===== src/rtl/tick_seq_pkg.sv =====
// Shared definitions for the tick pattern sequencer: FSM state encoding
// and default widths for the pattern and repeat count.
package tick_seq_pkg;

  localparam int DEF_PATTERN_W = 8;
  localparam int DEF_REPEAT_W  = 4;

  typedef enum logic [1:0] {
    IDLE = 2'd0,
    ARM  = 2'd1,
    RUN  = 2'd2
  } seq_state_t;

endpackage


===== src/rtl/tick_edge_sync.sv =====
// Turns the divided slow_clock into a one-cycle tick on each rising edge.
// Build option TICK_SEQ_SYNC_EN: when defined, slow_clock first passes a
// 2-flop synchroniser (asynchronous source); when undefined, slow_clock is
// assumed to come from the clock_in domain and is edge-detected directly.
// A level that is already high when reset is released is not treated as an
// edge: a low level must be seen before the first tick can fire.
module tick_edge_sync
  import tick_seq_pkg::*;
(
  input  logic clock_in,
  input  logic reset,
  input  logic slow_clock,
  output logic tick
);

  logic level;
  logic level_q;
  logic seen_low;

`ifdef TICK_SEQ_SYNC_EN
  logic sync_1;
  logic sync_2;

  // two-stage synchroniser for the asynchronous slow_clock
  always_ff @(posedge clock_in) begin
    if (reset) begin
      sync_1 <= 1'b0;
      sync_2 <= 1'b0;
    end else begin
      sync_1 <= slow_clock;
      sync_2 <= sync_1;
    end
  end

  assign level = sync_2;
`else
  assign level = slow_clock;
`endif

  // previous level for edge detect, plus arming after the first low level
  always_ff @(posedge clock_in) begin
    if (reset) begin
      level_q  <= 1'b0;
      seen_low <= 1'b0;
    end else begin
      level_q <= level;
      if (!level) begin
        seen_low <= 1'b1;
      end
    end
  end

  assign tick = level & ~level_q & seen_low;

endmodule


===== src/rtl/tick_pattern_sequencer.sv =====
// Shows a latched bit pattern on led, one bit per slow_clock period, LSB
// first, for repeat_count+1 passes, then pulses done.
// Build option TICK_SEQ_SYNC_EN selects the synchronised tick path inside
// tick_edge_sync (see that file).
//
// state | meaning
// IDLE  | waiting for start; led=0, busy=0
// ARM   | sequence accepted, waiting for first tick to show bit 0
// RUN   | showing one pattern bit per tick until the final pass ends
module tick_pattern_sequencer
  import tick_seq_pkg::*;
#(
  parameter int PATTERN_W = DEF_PATTERN_W,
  parameter int REPEAT_W  = DEF_REPEAT_W
) (
  input  logic                 clock_in,
  input  logic                 reset,
  input  logic                 slow_clock,
  input  logic                 start,
  input  logic                 stop,
  input  logic [PATTERN_W-1:0] pattern,
  input  logic [REPEAT_W-1:0]  repeat_count,
  output logic                 led,
  output logic                 busy,
  output logic                 done
);

  localparam int IDX_W  = $clog2(PATTERN_W);
  localparam int PASS_W = REPEAT_W + 1;
  localparam logic [IDX_W-1:0] LAST_IDX = IDX_W'(PATTERN_W - 1);

  seq_state_t           state;
  logic [PATTERN_W-1:0] pattern_q;
  logic [REPEAT_W-1:0]  repeat_q;
  logic [IDX_W-1:0]     bit_idx;
  logic [PASS_W-1:0]    pass_cnt;
  logic [PASS_W-1:0]    pass_target;
  logic                 tick;

  tick_edge_sync u_tick_edge_sync (
    .clock_in   (clock_in),
    .reset      (reset),
    .slow_clock (slow_clock),
    .tick       (tick)
  );

  // one extra bit keeps repeat_count all-ones from wrapping the target
  assign pass_target = PASS_W'(repeat_q) + PASS_W'(1);

  // sequencer FSM with registered led/busy/done
  always_ff @(posedge clock_in) begin
    if (reset) begin
      state     <= IDLE;
      led       <= 1'b0;
      busy      <= 1'b0;
      done      <= 1'b0;
      bit_idx   <= '0;
      pass_cnt  <= '0;
      pattern_q <= '0;
      repeat_q  <= '0;
    end else begin
      done <= 1'b0;
      case (state)
        IDLE: begin
          led  <= 1'b0;
          busy <= 1'b0;
          if (start && !stop) begin
            pattern_q <= pattern;
            repeat_q  <= repeat_count;
            bit_idx   <= '0;
            pass_cnt  <= '0;
            busy      <= 1'b1;
            state     <= ARM;
          end
        end
        ARM: begin
          if (stop) begin
            led   <= 1'b0;
            busy  <= 1'b0;
            state <= IDLE;
          end else if (tick) begin
            led     <= pattern_q[0];
            bit_idx <= IDX_W'(1);
            state   <= RUN;
          end
        end
        RUN: begin
          if (stop) begin
            led   <= 1'b0;
            busy  <= 1'b0;
            state <= IDLE;
          end else if (tick) begin
            if (bit_idx == '0 && pass_cnt == pass_target) begin
              led   <= 1'b0;
              busy  <= 1'b0;
              done  <= 1'b1;
              state <= IDLE;
            end else begin
              led <= pattern_q[bit_idx];
              if (bit_idx == LAST_IDX) begin
                bit_idx  <= '0;
                pass_cnt <= pass_cnt + PASS_W'(1);
              end else begin
                bit_idx <= bit_idx + IDX_W'(1);
              end
            end
          end
        end
        default: begin
          led   <= 1'b0;
          busy  <= 1'b0;
          state <= IDLE;
        end
      endcase
    end
  end

endmodule


===== config.mk =====
export PLATFORM = sky130hd
export DESIGN_NAME = tick_pattern_sequencer
export DESIGN_NICKNAME = d
export VERILOG_FILES = /design/src/rtl/tick_seq_pkg.sv /design/src/rtl/tick_edge_sync.sv /design/src/rtl/tick_pattern_sequencer.sv
export SDC_FILE = /design/constraint.sdc
export NUM_CORES = 1
export LEC_CHECK = 0
export BUFFER_PORTS_ARGS = -buffer_cell sky130_fd_sc_hd__buf_2
export CAP_MARGIN = 20
export CELL_PAD_IN_SITES_DETAIL_PLACEMENT = 2
export CELL_PAD_IN_SITES_GLOBAL_PLACEMENT = 2
export CORE_UTILIZATION = 36
export CTS_CLUSTER_SIZE = 20
export DETAILED_ROUTE_END_ITERATION = 12
export GPL_TIMING_DRIVEN = 0
export PLACE_DENSITY = 0.92
export SYNTH_ARGS = -nofsm -noshare
export SYNTH_HDL_FRONTEND = slang
export SYNTH_HIERARCHICAL = 1
export SYNTH_SLANG_ARGS = --single-unit

===== constraint.sdc =====
create_clock -name clock_in -period 4.8 [get_ports clock_in]
set_clock_uncertainty 0.1 [all_clocks]
set_input_delay 0.48 -clock clock_in [delete_from_list [all_inputs] [get_ports clock_in]]
set_output_delay 0.48 -clock clock_in [all_outputs]
set_load 0.02 [all_outputs]

==> qor.yml, run 1 <==
htreeDepth: 1
critPathCaptureType: "flop"
syn_avg_cell_area_um2: 8.37
core-area_mm2: 0.00406
yosysTopAreaCell: "dfxtp_1"
power_density_mw_per_mm2: 261
start_util_pct: 38.0
numPortBuffers: 19
cts_buffers: 3
crit_type: "flop to flop"
status: "finished, final reports clean"
pin_count: 20
antenna_cells: 0
fin_cells: 257
overflow: 0
p_leak_uw: 0.000679
netlist_area_mm2: 0.00154
antenna_found_initial: 0
rsz0062_at_grt: "no"
clk_pin_slew_ns: 0.10
cts_tree: "built"
wl_um: 4670
regArea_um2: 541
nets: 234
synth-seq-cells: 27
ys_types: 43
post-cts-setup-buffers: 0
yosysWarnings: 6
gp_congestion: 0.770
r2r_start: "repeat_q[0]$_SDFFE_PP0P_"
synth-simple-area-share_pct: 26.2
clock_sinks: 27
fin_crit_sh_pct: 49.8
worstPathMaxFanout: 4
arrival_ns: 2.48
dp_cells: 253
timing.rr.end: "busy$_SDFFE_PP0P_"
syn-num-nets: 210
synth-adder-area-share_pct: 7.31
finalWorstSetupSlack_ns: 2.41
async_reset_ff_share_pct: 0
grt_usage_pct: 22.0
whs_path_depth: 2
r2r_cells: 6
fmax_mhz: 418
cp_slowest_cell: "dfxtp_1"
synth_top_area_share_pct: 35.1
preCtsSetupSlack_ns: 2.41
synth_compound_area_share_pct: 16.1
ctsHoldBuffers: 0
dieArea_mm2: 0.00454
vdd_drop_max_v: 0.000142
nFillCells: 477
hpwl_um: 3610
root_buffer: "clkbuf_8"
slew_headroom_pct: 50.8
grt_pass1_vias: 1519
path_cells: "ha_1, xor2_1, nor3b_1, o2111ai_2, a21oi_1, mux2_2"
cap_violations: 0
syn_inst: 184
holdPathEnd: "u_tick_edge_sync/seen_low$_SDFFE_PP0N_"
grt_max_degree: 15
die_h_um: 67.4
die_w_um: 67.4
post-route-util_pct: 43.0
placementRows: 23
layout-drive-gt1-share_pct: 15.9
synth_xor_area_share_pct: 2.84
synth_area_leaders: "dfxtp_1 (35%), nand2_1 (8.0%), ha_1 (7.3%)"
setup_viol: 0
synth_mux_area_share_pct: 7.64
ant_nets: 0
grt_pass1_wl_um: 7380
drc: 0
synth_edf_count: 0
vias_per_cell: 5.58
synthFlopType: "dfxtp_1"
worstHoldPathType: "input port to flop"
hold_viol: 0
cp_slowest_stage_delay_ns: 0.43
multi_input_area_um2: 925
wl_per_cell_um: 18.2
synth_top_family_by_area: "simple AND/OR/NAND/NOR gates"
insertion_delay_ns: 0.28
r2r_slack_ns: 2.41
fin_crit_ns: 2.39
setup-tns-final_ns: 0
finalMaxSlewViolations: 0
finish.instance_area_mm2: 0.00174
cts_resized: 0
via_count: 1435
synth_seq_area_share_pct: 35.1
start_kind: "flop"
cp.required_ns: 4.88
syn_to_final_growth_pct: 13.2
holdCritStartpoint: "slow_clock"
dpl_cell_area_mm2: 0.00170
cts_buffer_depth: 2
firstDrtPassIters: 4
tightest_slew_ns: 0.738
drt_iter0_markers: 67
metal layers:
metal  track usage [%]  part of all wire (%)
met1              27.1                    46
met2              40.6                    52
met3              2.53                   1.7
met4              4.79                  0.88
met5                 0                     0
worst max path at each step:
stage,startpoint,endpoint,slack (ns),cells past startpoint
floorplan,repeat_q[0]$_SDFFE_PP0P_,busy$_SDFFE_PP0P_,2.87,6
global placement,repeat_q[0]$_SDFFE_PP0P_,busy$_SDFFE_PP0P_,2.63,6
detailed placement,repeat_q[0]$_SDFFE_PP0P_,busy$_SDFFE_PP0P_,2.41,6
CTS,repeat_q[0]$_SDFFE_PP0P_,busy$_SDFFE_PP0P_,2.40,6
global route,state[1]$_SDFFE_PP0P_,bit_idx[2]$_SDFFE_PP0P_,2.29,6
finish,repeat_q[0]$_SDFFE_PP0P_,busy$_SDFFE_PP0P_,2.41,6
synth_stat cells (2+ instances only):
cell type,number
nand2_1,33
dfxtp_1,27
a21oi_1,17
inv_1,11
ha_1,9
nor2_1,9
clkbuf_1,6
nand3_1,6
mux2i_1,5
nand2b_1,5
nand4_1,5
nor2b_1,5
nand4b_1,3
nor3_1,3
nor4_1,3
o21ai_0,3
xnor2_1,3
a31o_1,2
mux2_2,2
mux4_2,2
nand3b_1,2
xor2_1,2
placed cells by master, fill, tap and decap left out, types with 2 or more instances in the layout:
cell / n
nor2_1: 9
mux2i_1: 5
ha_1: 9
nand3b_1: 2
xor2_1: 2
mux4_2: 2
a21oi_1: 17
nand2_1: 33
nand4_1: 5
nand4b_1: 3
dfxtp_1: 27
mux2_2: 2
nand3_1: 6
nor4_1: 3
nor2b_1: 5
inv_1: 11
clkbuf_8: 3
buf_2: 19
nor3_1: 3
o21ai_0: 3
xnor2_1: 3
nand2b_1: 5
clkbuf_1: 7
a31o_1: 2
report_power, final:
part	internal, uW	leakage, uW	switching, uW
combinational	30.5	0.000437	47.0
clock	59.8	0.0000228	79.2
sequential	232	0.000220	6.13
total	322	0.000679	132
logic make-up after synthesis:
group                      after synthesis
DFF                                     27
buffers and inverters                   18
and+or+nand+nor                         80
muxes                                    9
xor gates and xnor gates                 5
adders and majority gates                9
AOI/OAI and AO/OA                       36
stage by stage:
step | hold WS, ns | power (uW)
floorplan | 0.320 | 292
global placement | 0.337 | 314
detailed placement | 0.350 | 320
CTS | 0.293 | 456
global route | 0.302 | 472
finish | 0.296 | 454
registers in the layout, indices dropped and copies added, names as in the netlist:
name                       cells
pass_cnt                       5
pattern_q                      8
bit_idx                        3
done                           1
state                          2
repeat_q                       4
busy                           1
led                            1
u_tick_edge_sync/level_q       1
u_tick_edge_sync/seen_low      1
layout make-up:
class | count | area share, %
Timing Repair Buffer | 19 | 5.46
Inverter | 11 | 2.37
Multi-Input combinational cell | 139 | 53.1
Sequential cell | 27 | 31.0
Buffer | 7 | 1.94
Tap cell | 50 | 3.59
Clock buffer | 4 | 2.58
worst max-delay path: cells and delay by family (launching register included):
kind / cells / cell delay [ns]
muxes: 1 / 0.35
and+or+nand+nor: 1 / 0.41
xor gates and xnor gates: 1 / 0.15
AOI/OAI and AO/OA: 2 / 0.58
adders and majority gates: 1 / 0.27
DFF: 1 / 0.43
No activity file was read; power rests on OpenSTA's default activity.
==> inputs of run 2 (changes only) <==
Settings changed: ABC_AREA from default to 1, CORE_UTILIZATION 36 to 32, PLACE_DENSITY 0.92 to 0.89.
Clock period 4.8 ns to 2.3 ns, I/O delays scaled along.
==> qor.yml, run 2 <==
ant_nets: 0
critPathCaptureType: "flop"
rsz0062_at_grt: "no"
finalWorstSetupSlack_ns: 0.227
insertion_delay_ns: 0.28
antenna_cells: 0
grt_usage_pct: 19.5
status: "finished, final reports clean"
die_w_um: 73.0
drc: 0
grt_pass1_vias: 1685
critPathLaunch: "state[1]$_SDFFE_PP0P_"
regMostFlops: "pattern_q"
clk_pin_slew_ns: 0.10
netlist_area_mm2: 0.00161
overflow: 0
worstPathMaxFanout: 10
grt_max_degree: 16
grtUsageMet2_pct: 35.5
nets: 284
holdCritStartpoint: "slow_clock"
setup_viol: 0
r2r_slack_ns: 0.23
fin_crit_ns: 2.07
cts_resized: 0
grt_pass1_wl_um: 7910
vias_per_cell: 4.95
start_kind: "flop"
yosysMostFrequentCell: "nand2_1"
largest_reg_flops: 8
placementRows: 25
yosysWarnings: 6
whs_path_depth: 2
timing.rr.end: "pattern_q[3]$_SDFFE_PP0P_"
p_leak_uw: 0.000889
antenna_found_initial: 0
synth_edf_count: 0
dieArea_mm2: 0.00532
synth_seq_area_share_pct: 33.5
htreeDepth: 1
synth-seq-cells: 27
cts_tree: "built"
arrival_ns: 2.13
r2r_start: "state[1]$_SDFFE_PP0P_"
die_h_um: 73.0
numPortBuffers: 19
final_cell_mix: "nand2_1 (53), inv_1 (31), nor2_1 (28)"
cts_buffers: 3
yosysTopAreaCell: "dfxtp_1"
largestRegisters: "pattern_q x8, pass_cnt x5, repeat_q x4"
power_density_mw_per_mm2: 928
syn_inst: 234
holdPathEnd: "u_tick_edge_sync/seen_low$_SDFFE_PP0N_"
wl_um: 4530
root_buffer: "clkbuf_8"
tightest_slew_ns: 0.526
ys_types: 26
via_count: 1603
r2r_cells: 8
worstHoldPathType: "input port to flop"
async_reset_ff_share_pct: 0
post-cts-setup-buffers: 0
setup-tns-final_ns: 0
pin_count: 20
drt_iter0_markers: 46
layout_commonest_cell: "nand2_1"
cts_buffer_depth: 2
fmax_mhz: 482
post-route-util_pct: 38.4
firstDrtPassIters: 4
grt_use_met3_pct: 3.31
synth_commonest_cells: "nand2_1 (53), inv_1 (31), nor2_1 (28)"
cp.required_ns: 2.36
ctsHoldBuffers: 0
layout-drive-gt1-share_pct: 17.5
gp_congestion: 0.739
preCtsSetupSlack_ns: 0.193
cap_violations: 0
slew_headroom_pct: 64.7
syn-num-nets: 260
synth_area_leaders: "dfxtp_1 (34%), nand2_1 (12%), inv_1 (7.2%)"
vdd_drop_max_v: 0.000415
start_util_pct: 33.7
crit_type: "flop to flop"
fin_crit_sh_pct: 90.1
syn_avg_cell_area_um2: 6.89
hold_viol: 0
hpwl_um: 3500
wl_per_cell_um: 14.0
finalMaxSlewViolations: 0
core-area_mm2: 0.00479
syn_to_final_growth_pct: 14.0
clock_sinks: 27
synthFlopType: "dfxtp_1"
synth_top_area_share_pct: 33.5
grt.busiest_layer: "met2"
use_met1_pct: 24.5
run 2: kinds of logic (layout without fill, tap and decap cells):
| group | count (synthesis) | after routing | share of synthesized area [%] |
|---|---|---|---|
| adder cells (fa/ha/maj) | 9 | 9 | 6.99 |
| AO/OA/AOI/OAI | 36 | 36 | 11.8 |
| buffers and inverters | 39 | 62 | 9.78 |
| AND/OR/NAND/NOR | 121 | 121 | 36.8 |
| XOR/XNOR | 2 | 2 | 1.09 |
| flip-flops | 27 | 27 | 33.5 |
run 2: worst max-delay path by stage:
stage | to
after global routing | pattern_q[1]$_SDFFE_PP0P_
final | pattern_q[3]$_SDFFE_PP0P_
after detailed placement | pattern_q[3]$_SDFFE_PP0P_
after floorplan | pass_cnt[2]$_SDFFE_PP0P_
after CTS | pattern_q[3]$_SDFFE_PP0P_
after global placement | repeat_q[3]$_SDFFE_PP0P_
run 2: metal layers:
metal / wire (um) / vias up
li1: - / 793
met1: 2090 / 796
met2: 2330 / 12
met3: 80 / 2
met4: 29 / 0
met5: 0 / -
run 2: critical path, cell delays in order (launching register included):
cell	delay, ns
dfxtp_1	0.34
inv_1	0.11
ha_1	0.16
inv_1	0.07
nor3_2	0.45
inv_1	0.17
clkbuf_1	0.26
o21ai_0	0.22
a21oi_1	0.06
run 2: stage by stage:
| step | power, uW | cell area [um^2] | hold slack, ns | instances |
|---|---|---|---|---|
| 2_1_floorplan | 1220 | 1610 | 0.199 | 234 |
| 3_3_place_gp | 1390 | 1790 | 0.335 | 320 |
| 3_5_place_dp | 1430 | 1790 | 0.342 | 320 |
| 4_1_cts | 1740 | 1840 | 0.0324 | 324 |
| 5_1_grt | 1870 | 1840 | 0.0415 | 324 |
| 6_report | 1700 | 1840 | 0.0481 | 324 |
run 2: final cells by class:
cell class | instances | area (um^2)
buffer | 4 | 26.3
clock buffer | 3 | 41.3
clock inverter | 1 | 5.00
fill | 596 | 2950
inverter | 35 | 131
multi-input combinational | 168 | 913
sequential | 27 | 541
tap | 67 | 83.8
timing repair buffer | 19 | 95.1
run 2: report_power, final:
part | leakage [uW] | switching [uW] | internal [uW]
clock network | 0.0000255 | 158 | 122
registers | 0.000222 | 90.1 | 554
logic | 0.000642 | 512 | 269
total | 0.000889 | 760 | 944
==> inputs of run 3 (changes only) <==
Settings changed: RECOVER_POWER from default to 50.
==> qor.yml, run 3 (synthesized netlist as in run 2, its figures left out) <==
final_cell_mix: "nand2_1 (53), inv_1 (31), nor2_1 (29)"
wl_met3_um: 98
cts_buffer_depth: 2
grt_pass1_vias: 1685
critPathCaptureType: "flop"
cts_resized: 0
syn_to_final_growth_pct: 12.4
vdd_drop_max_v: 0.000412
cts_buffers: 3
setup_viol: 0
pin_count: 20
critPathLaunch: "state[1]$_SDFFE_PP0P_"
vias_per_cell: 4.95
worstPathMaxFanout: 10
fmax_mhz: 483
nets: 284
die_h_um: 73.0
gp_congestion: 0.739
path_common_cell: "inv_1"
timing.hold.ws_ns: 0.0493
hpwl_um: 3500
cp.required_ns: 2.36
wl_per_cell_um: 14.0
overflow: 0
clk_pin_slew_ns: 0.10
worstHoldPathType: "input port to flop"
start_kind: "flop"
cp_slowest_cell: "nor3_2"
fin_crit_ns: 2.07
start_util_pct: 33.7
finalWorstSetupSlack_ns: 0.228
status: "finished, final reports clean"
antenna_found_initial: 0
cp_slowest_stage_delay_ns: 0.46
rsz0062_at_grt: "no"
nFillCells: 600
wl_met2_um: 2330
dpl_cell_area_mm2: 0.00179
core-area_mm2: 0.00479
grt_usage_pct: 19.5
placementRows: 25
post-cts-setup-buffers: 0
preCtsSetupSlack_ns: 0.193
arrival_ns: 2.13
ctsHoldBuffers: 0
regMostFlops: "pattern_q"
drt-met1-wl_um: 2070
die_w_um: 73.0
grt_pass1_wl_um: 7910
p_leak_uw: 0.000870
drc: 0
ant_nets: 0
grt_max_degree: 16
via_count: 1604
tightest_slew_ns: 0.528
p_total_uw: 1680
cap_violations: 0
hold_viol: 0
layout-drive-gt1-share_pct: 15.2
crit_type: "flop to flop"
insertion_delay_ns: 0.28
layout_commonest_cell: "nand2_1"
timing.rr.end: "pattern_q[3]$_SDFFE_PP0P_"
whs_path_depth: 2
wl_um: 4530
root_buffer: "clkbuf_8"
cp-endpoint: "pattern_q[3]$_SDFFE_PP0P_"
dieArea_mm2: 0.00532
finalMaxSlewViolations: 0
finish.instance_area_mm2: 0.00181
cts_tree: "built"
firstDrtPassIters: 4
power_density_mw_per_mm2: 929
clock_sinks: 27
antenna_cells: 0
drt_iter0_markers: 45
r2r_cells: 8
r2r_slack_ns: 0.23
largestRegisters: "pattern_q x8, pass_cnt x5, repeat_q x4"
dr.max_layer_used: "met4"
r2r_start: "state[1]$_SDFFE_PP0P_"
slew_headroom_pct: 64.6
setup-tns-final_ns: 0
fin_crit_sh_pct: 90.1
path_cells: "inv_1, ha_1, inv_1, nor3_2, inv_1, clkbuf_1, o21ai_0, a21oi_1"
htreeDepth: 1
numPortBuffers: 19
largest_reg_flops: 8
run 3: changes by cell type in the layout (fill, tap and decap cells not counted), sizes merged:
| cell | delta |
|---|---|
| buf | -4 |
| clkbuf | +4 |
run 3: layer usage:
metal	vias up	GRT usage, %
met4	0	3.27
met2	16	35.5
met5	-	0
li1	793	-
met3	2	3.31
met1	793	24.5
run 3: critical path, delay by kind of cell (launching register included):
kind	cells	cell delay [ns]
flops	1	0.34
simple gates	1	0.46
fa+ha+maj	1	0.16
compound gates	2	0.28
buf+inv	4	0.61
run 3: report_power, final:
group	switching [uW]	total (uW)	internal, uW
Combinational	500	759	259
Clock	159	280	122
Sequential	90.1	644	554
run 3: worst min-delay path by stage:
stage | startpoint | end | slack [ns]
2_1_floorplan | reset | busy$_SDFFE_PP0P_ | 0.20
3_3_place_gp | u_tick_edge_sync/seen_low$_SDFFE_PP0N_ | u_tick_edge_sync/seen_low$_SDFFE_PP0N_ | 0.34
3_5_place_dp | u_tick_edge_sync/seen_low$_SDFFE_PP0N_ | u_tick_edge_sync/seen_low$_SDFFE_PP0N_ | 0.34
4_1_cts | slow_clock | u_tick_edge_sync/seen_low$_SDFFE_PP0N_ | 0.03
5_1_grt | slow_clock | u_tick_edge_sync/seen_low$_SDFFE_PP0N_ | 0.04
6_report | slow_clock | u_tick_edge_sync/seen_low$_SDFFE_PP0N_ | 0.05
run 3: metrics by stage:
step | util [%] | instances
final | 37.9 | 324
after detailed placement | 37.4 | 320
after global routing | 37.9 | 324
after CTS | 38.4 | 324
after global placement | 37.4 | 320
after floorplan | - | 234
run 3: area by class of cell:
type	instances	area [um^2]	area share, %
Multi-Input combinational cell	168	893	49.3
Inverter	35	131	7.25
Clock buffer	3	41.3	2.28
Timing Repair Buffer	19	90.1	4.97
Buffer	4	26.3	1.45
Sequential cell	27	541	29.8
Tap cell	67	83.8	4.63
Clock inverter	1	5.00	0.276
